**src/rtl/seg7_capture_encode.sv**
```systemverilog
// Captures an active-low gfedcba segment bus, debounces it, and encodes each
// newly stable pattern back to a hex digit delivered over valid/ready.
module seg7_capture_encode #(
  parameter int STABLE_CYCLES = 4,
  parameter int CNT_W         = 8
) (
  input  logic       clk,
  input  logic       rst,
  input  logic [6:0] seg_in,
  input  logic       hex_ready,
  output logic [3:0] hex_out,
  output logic       hex_err,
  output logic       hex_valid,
  output logic       overrun
);

  typedef enum logic {S_WAIT, S_HOLD} state_t;

  localparam logic [6:0]       BLANK   = 7'h7F;
  localparam logic [CNT_W-1:0] CNT_MAX = CNT_W'(STABLE_CYCLES);

  // Returns {err, hex}; unknown patterns encode as 0 with err set.
  function automatic logic [4:0] encode(input logic [6:0] seg);
    logic [4:0] r;
    case (seg)
      7'h40:   r = 5'h00;
      7'h79:   r = 5'h01;
      7'h24:   r = 5'h02;
      7'h30:   r = 5'h03;
      7'h19:   r = 5'h04;
      7'h12:   r = 5'h05;
      7'h02:   r = 5'h06;
      7'h78:   r = 5'h07;
      7'h00:   r = 5'h08;
      7'h10:   r = 5'h09;
      7'h08:   r = 5'h0A;
      7'h03:   r = 5'h0B;
      7'h46:   r = 5'h0C;
      7'h21:   r = 5'h0D;
      7'h06:   r = 5'h0E;
      7'h0E:   r = 5'h0F;
      default: r = 5'h10;
    endcase
    return r;
  endfunction

  state_t           state, state_nxt;
  logic [6:0]       seg_s, last_acc;
  logic [CNT_W-1:0] cnt, cnt_nxt;
  logic             stable, candidate, fresh, ovr_set, load;

  always_comb begin
    if (seg_in != seg_s)     cnt_nxt = CNT_W'(1);
    else if (cnt == CNT_MAX) cnt_nxt = cnt;
    else                     cnt_nxt = cnt + CNT_W'(1);
  end

  assign stable    = (cnt == CNT_MAX);
  assign candidate = stable && (seg_s != last_acc) && (seg_s != BLANK);
  // Pattern becomes stable at this edge (a fresh arrival, not a continuing one).
  assign fresh     = (cnt_nxt == CNT_MAX) && ((cnt != CNT_MAX) || (seg_in != seg_s));
  assign ovr_set   = (state == S_HOLD) && fresh && (seg_in != last_acc) && (seg_in != BLANK);

  always_comb begin
    state_nxt = state;
    load      = 1'b0;
    case (state)
      S_WAIT: if (candidate) begin
        load      = 1'b1;
        state_nxt = S_HOLD;
      end
      S_HOLD: if (hex_ready) state_nxt = S_WAIT;
      default: state_nxt = S_WAIT;
    endcase
  end

  always_ff @(posedge clk) begin
    if (rst) begin
      seg_s     <= BLANK;
      cnt       <= '0;
      last_acc  <= BLANK;
      state     <= S_WAIT;
      hex_out   <= 4'h0;
      hex_err   <= 1'b0;
      hex_valid <= 1'b0;
      overrun   <= 1'b0;
    end else begin
      seg_s     <= seg_in;
      cnt       <= cnt_nxt;
      state     <= state_nxt;
      hex_valid <= (state_nxt == S_HOLD);
      if (load) begin
        {hex_err, hex_out} <= encode(seg_s);
        last_acc           <= seg_s;
      end
      if (ovr_set) overrun <= 1'b1;
    end
  end

endmodule

```
**config.mk**
```make
export PLATFORM = sky130hd
export DESIGN_NAME = seg7_capture_encode
export DESIGN_NICKNAME = d
export VERILOG_FILES = /design/src/rtl/seg7_capture_encode.sv
export SDC_FILE = /design/constraint.sdc
export NUM_CORES = 1
export LEC_CHECK = 0
export BUFFER_PORTS_ARGS = -buffer_cell sky130_fd_sc_hd__buf_4
export CORE_AREA = 2 2 90 92
export DETAILED_ROUTE_END_ITERATION = 8
export DIE_AREA = 0 0 92 94
export PLACE_DENSITY = 0.39
export SYNTH_ARGS = -nofsm -noshare
export SYNTH_HDL_FRONTEND = slang
export SYNTH_SLANG_ARGS = --single-unit
```
**constraint.sdc**
```tcl
create_clock -name clk -period 1.8 [get_ports clk]
set_input_delay 0.09 -clock clk [delete_from_list [all_inputs] [get_ports clk]]
set_output_delay 0.09 -clock clk [all_outputs]
set_load 0.05 [all_outputs]
```
==> summary by stage <==
Global route
The met2 global-route usage is 18.32%. The sum of overflow across all layers after global routing is 0. For met1 alone, demand over resource in global routing was 18.03%. The most crowded layer after global routing is met2. The met3 usage is 3.451%. The first global-routing pass estimated 8.383 mm of wire.

Entering global routing, the biggest net connects 17 pins. The via count of the first global-routing pass is 1582. The initial antenna violation count is 0. In the global route stage, overall resource usage came out at 12.56%.

Die
The floorplan step set the die width to 92 um. The floorplan die area is 8648 um2. The starting density of the core is 25.28%. After floorplanning, the core was divided into 32 placement rows.

The total I/O pin count is 17. The floorplan step set the die height to 94 um. The core region is 7607 um2.

Route
In the routed layout, each cell is associated on average with a via count of 4.623. The residual antenna-violating net count after detailed routing is 0. The detailed router finished its first iteration with 77 violations. The routed layout has 1618 vias. The total routed wirelength is 5.135 mm. In the final routed layout, each cell accounts on average for 14.67 um. The number of iterations in the first detailed-routing pass is 4. The remaining design rule violation count is 0.

Clocking
In this run the post-CTS setup repair buffer count came out at 0. In this run the clock root is driven by a sky130_fd_sc_hd__clkbuf_8. The later pin in the worst-skew pair is clocked with a latency of 0.28 ns.

The post-cts repair resize count is 0. The H-tree was split into 2 levels. Counting every sink on the clock net gives 29. The buffer depth of the longest clock path is 2. Buffers inserted during clock tree synthesis total 5. TritonCTS built the clock tree. Hold repair after CTS inserted 0 buffers.

Clock-pin slew was measured on the worst setup and hold paths at 0.07 ns.

Synth
The gate count after technology mapping is 214. The unique cell type count in the Yosys netlist is 54. The count of state elements after synthesis is 29. A synthesized cell averages 8.986 um2.

Yosys printed 0 warnings. In the synthesized netlist the dominant register cell turns out to be sky130_fd_sc_hd__dfxtp_1. Summing the sequential cell areas from Yosys gives 30.19% of the chip area.

The async set-reset flop share out of synthesis is 0%. The number of enable flip-flop cells after synthesis is 0. The post-synthesis net count is 226. The mapped netlist covers 1923 um2.

Power
Power spread over the standard cell area amounts to 593.3 nW/um2. VDD sags by at most 0.1918 mV. The static leakage is 0.8662 nW.

STA
Hold timing on the final database bottoms out at a slack of 0.03581 ns. The worst setup slack after layout is 0.08821 ns. At the pin with the least slew margin, the transition time is 0.4874 ns. The count of final max-slew check failures is 0. The fraction of the cycle the final worst path needs is 95.10%. The setup skew after layout is 0.004052 ns. Static timing analysis puts the maximum clock frequency at 584.2 MHz. The worst relative slew slack is 67.25%. The clock period minus worst slack is 1.712 ns. The hold violation total from the final report is 0. Setup violations remaining at the end of the flow were counted as 0.

Worst hold path
The class of the tightest hold or removal check is in2reg.

Layout
The signed area change from the synthesized netlist to the final layout is 23.81%. The antenna diode count is 0. For this run, the number of standard cells in the final layout without fillers is 350. For this run, the post-layout net count is 259. The final design utilization is 31.30%. The total non-filler cell area in the finished layout is 2381 um2. Cells with a size suffix above 1 make up 33.06% of the layout. The fill cell total of the finished layout is 833.

Worst setup path
The worst setup path is captured at a register. The worst setup path is launched from a register. The critical path in this run is classified as reg2reg. The required arrival time at the worst endpoint is 1.97 ns. At the worst endpoint, the arrival time is 1.88 ns. The top fanout value on the critical path is 5.

Job
The number of maximum-capacitance constraint violations is 0.

Placed design
Port buffering added 16 buffers. The worst setup slack before clock tree synthesis is 0.06751 ns. The routability-driven placement congestion ratio is 0.7441.

The estimated wirelength of the detail-placed design is 3.852 mm. The instance count after placement with tap cells included is 342. The post-detailed-placement cell area is 2270 um2.

Run status
The run finished with clean final reports.
## metal layers
| layer | wire length, um | part of all wire [%] |
|---|---|---|
| met2 | 2156 | 42 |
| met1 | 2692 | 52 |
| met3 | 241 | 4.7 |
| met4 | 45 | 0.88 |
| met5 | 0 | 0 |
## critical path, cell delays in order, from the launching register on
cell,delay [ns]
sky130_fd_sc_hd__dfxtp_1,0.47
sky130_fd_sc_hd__xor2_1,0.10
sky130_fd_sc_hd__nor3_1,0.45
sky130_fd_sc_hd__a211oi_4,0.15
sky130_fd_sc_hd__buf_4,0.19
sky130_fd_sc_hd__a21oi_1,0.17
sky130_fd_sc_hd__nor3_2,0.06
## final cells by class
| class | instances | area (um2) | area share (%) |
|---|---|---|---|
| multi-input cells | 163 | 1235 | 51.87 |
| flip-flops and latches | 29 | 581.8 | 24.44 |
| repair buffers | 42 | 327.8 | 13.77 |
| well taps | 102 | 127.6 | 5.360 |
| clock buffers | 5 | 68.82 | 2.890 |
| inverters | 6 | 22.52 | 0.9459 |
| clock inverters | 3 | 17.52 | 0.7357 |
## synth_stat cells (2+ instances only)
library cell,n,area share (%)
sky130_fd_sc_hd__dfxtp_1,29,30
sky130_fd_sc_hd__nor2_1,19,3.7
sky130_fd_sc_hd__buf_6,4,2.3
sky130_fd_sc_hd__or2_2,7,2.3
sky130_fd_sc_hd__a211o_1,2,0.91
sky130_fd_sc_hd__a31oi_1,3,0.98
sky130_fd_sc_hd__nand4_1,5,1.6
sky130_fd_sc_hd__ha_1,2,1.3
sky130_fd_sc_hd__a41oi_1,2,0.91
sky130_fd_sc_hd__nor4_4,2,2.2
sky130_fd_sc_hd__xnor2_1,11,5.0
sky130_fd_sc_hd__nor3_2,4,2.1
sky130_fd_sc_hd__xnor2_2,3,2.5
sky130_fd_sc_hd__nor4_1,2,0.65
sky130_fd_sc_hd__nand2b_1,2,0.65
sky130_fd_sc_hd__buf_2,9,2.3
sky130_fd_sc_hd__xor2_2,2,1.7
sky130_fd_sc_hd__nand2_1,10,2.0
sky130_fd_sc_hd__nor4bb_1,2,1.0
sky130_fd_sc_hd__xor2_1,16,7.3
sky130_fd_sc_hd__o21ai_1,8,2.1
sky130_fd_sc_hd__nor3_1,5,1.3
sky130_fd_sc_hd__a21oi_1,15,3.9
sky130_fd_sc_hd__and3_1,5,1.6
sky130_fd_sc_hd__nor2b_1,3,0.98
sky130_fd_sc_hd__nand3_1,6,1.6
sky130_fd_sc_hd__and4_1,2,0.91
sky130_fd_sc_hd__nor4b_1,3,1.4
sky130_fd_sc_hd__inv_1,5,0.98
sky130_fd_sc_hd__buf_4,2,0.78
## cell families (layout without fill, tap and decap cells)
group / Yosys count / count (layout) / synth area share (%)
adders and majority gates: 2 / 2 / 1.301
AOI/OAI and AO/OA: 44 / 44 / 16.40
muxes: 1 / 1 / 0.5205
DFF: 29 / 29 / 30.19
xor gates and xnor gates: 32 / 32 / 16.53
buffers and inverters: 22 / 56 / 6.831
and+or+nand+nor: 84 / 84 / 28.24
## registers in the layout, summed over array words and instances, names as in the netlist
| register | count |
|---|---|
| seg_s | 7 |
| hex_err | 1 |
| state | 1 |
| hex_out | 4 |
| cnt | 8 |
| overrun | 1 |
| last_acc | 7 |
## worst paths after layout
| kind | from | to | slack (ns) | depth (start not counted) |
|---|---|---|---|---|
| worst max-delay path | seg_s[1] | hex_out[0] | 0.09 | 6 |
| worst max register to register | seg_s[1] | hex_out[0] | 0.09 | 6 |
| worst min-delay path | seg_in[6] | seg_s[6] | 0.04 | 2 |
| worst min register to register | overrun | overrun | 0.47 | 2 |
## per-stage QoR
stage / TNS, ns / power, mW
6_report: 0 / 1.413
2_1_floorplan: 0 / 0.8118
4_1_cts: 0 / 1.433
5_1_grt: -0.004392 / 1.478
3_5_place_dp: 0 / 0.8814
3_3_place_gp: 0 / 0.8860
## power by group
group	switching (mW)	internal [mW]	leakage [nW]	total, mW
Combinational	0.113	0.0893	0.586	0.203
Sequential	0.0160	0.652	0.236	0.668
Clock	0.276	0.266	0.0439	0.542
Total	0.405	1.01	0.866	1.41
## cells in the final DEF, fill, tap and decap left out, types with 3 or more instances in the layout
cell	n
sky130_fd_sc_hd__a31oi_1	3
sky130_fd_sc_hd__xnor2_2	3
sky130_fd_sc_hd__nor2_1	19
sky130_fd_sc_hd__nand2_1	10
sky130_fd_sc_hd__clkbuf_8	5
sky130_fd_sc_hd__xor2_1	16
sky130_fd_sc_hd__nor3_2	4
sky130_fd_sc_hd__and3_1	5
sky130_fd_sc_hd__or2_2	7
sky130_fd_sc_hd__inv_1	5
sky130_fd_sc_hd__nand4_1	5
sky130_fd_sc_hd__buf_4	41
sky130_fd_sc_hd__nor3_1	5
sky130_fd_sc_hd__a21oi_1	15
sky130_fd_sc_hd__o21ai_1	8
sky130_fd_sc_hd__nand3_1	6
sky130_fd_sc_hd__dfxtp_1	28
sky130_fd_sc_hd__xnor2_1	11
(Power assumes the default switching activity.)
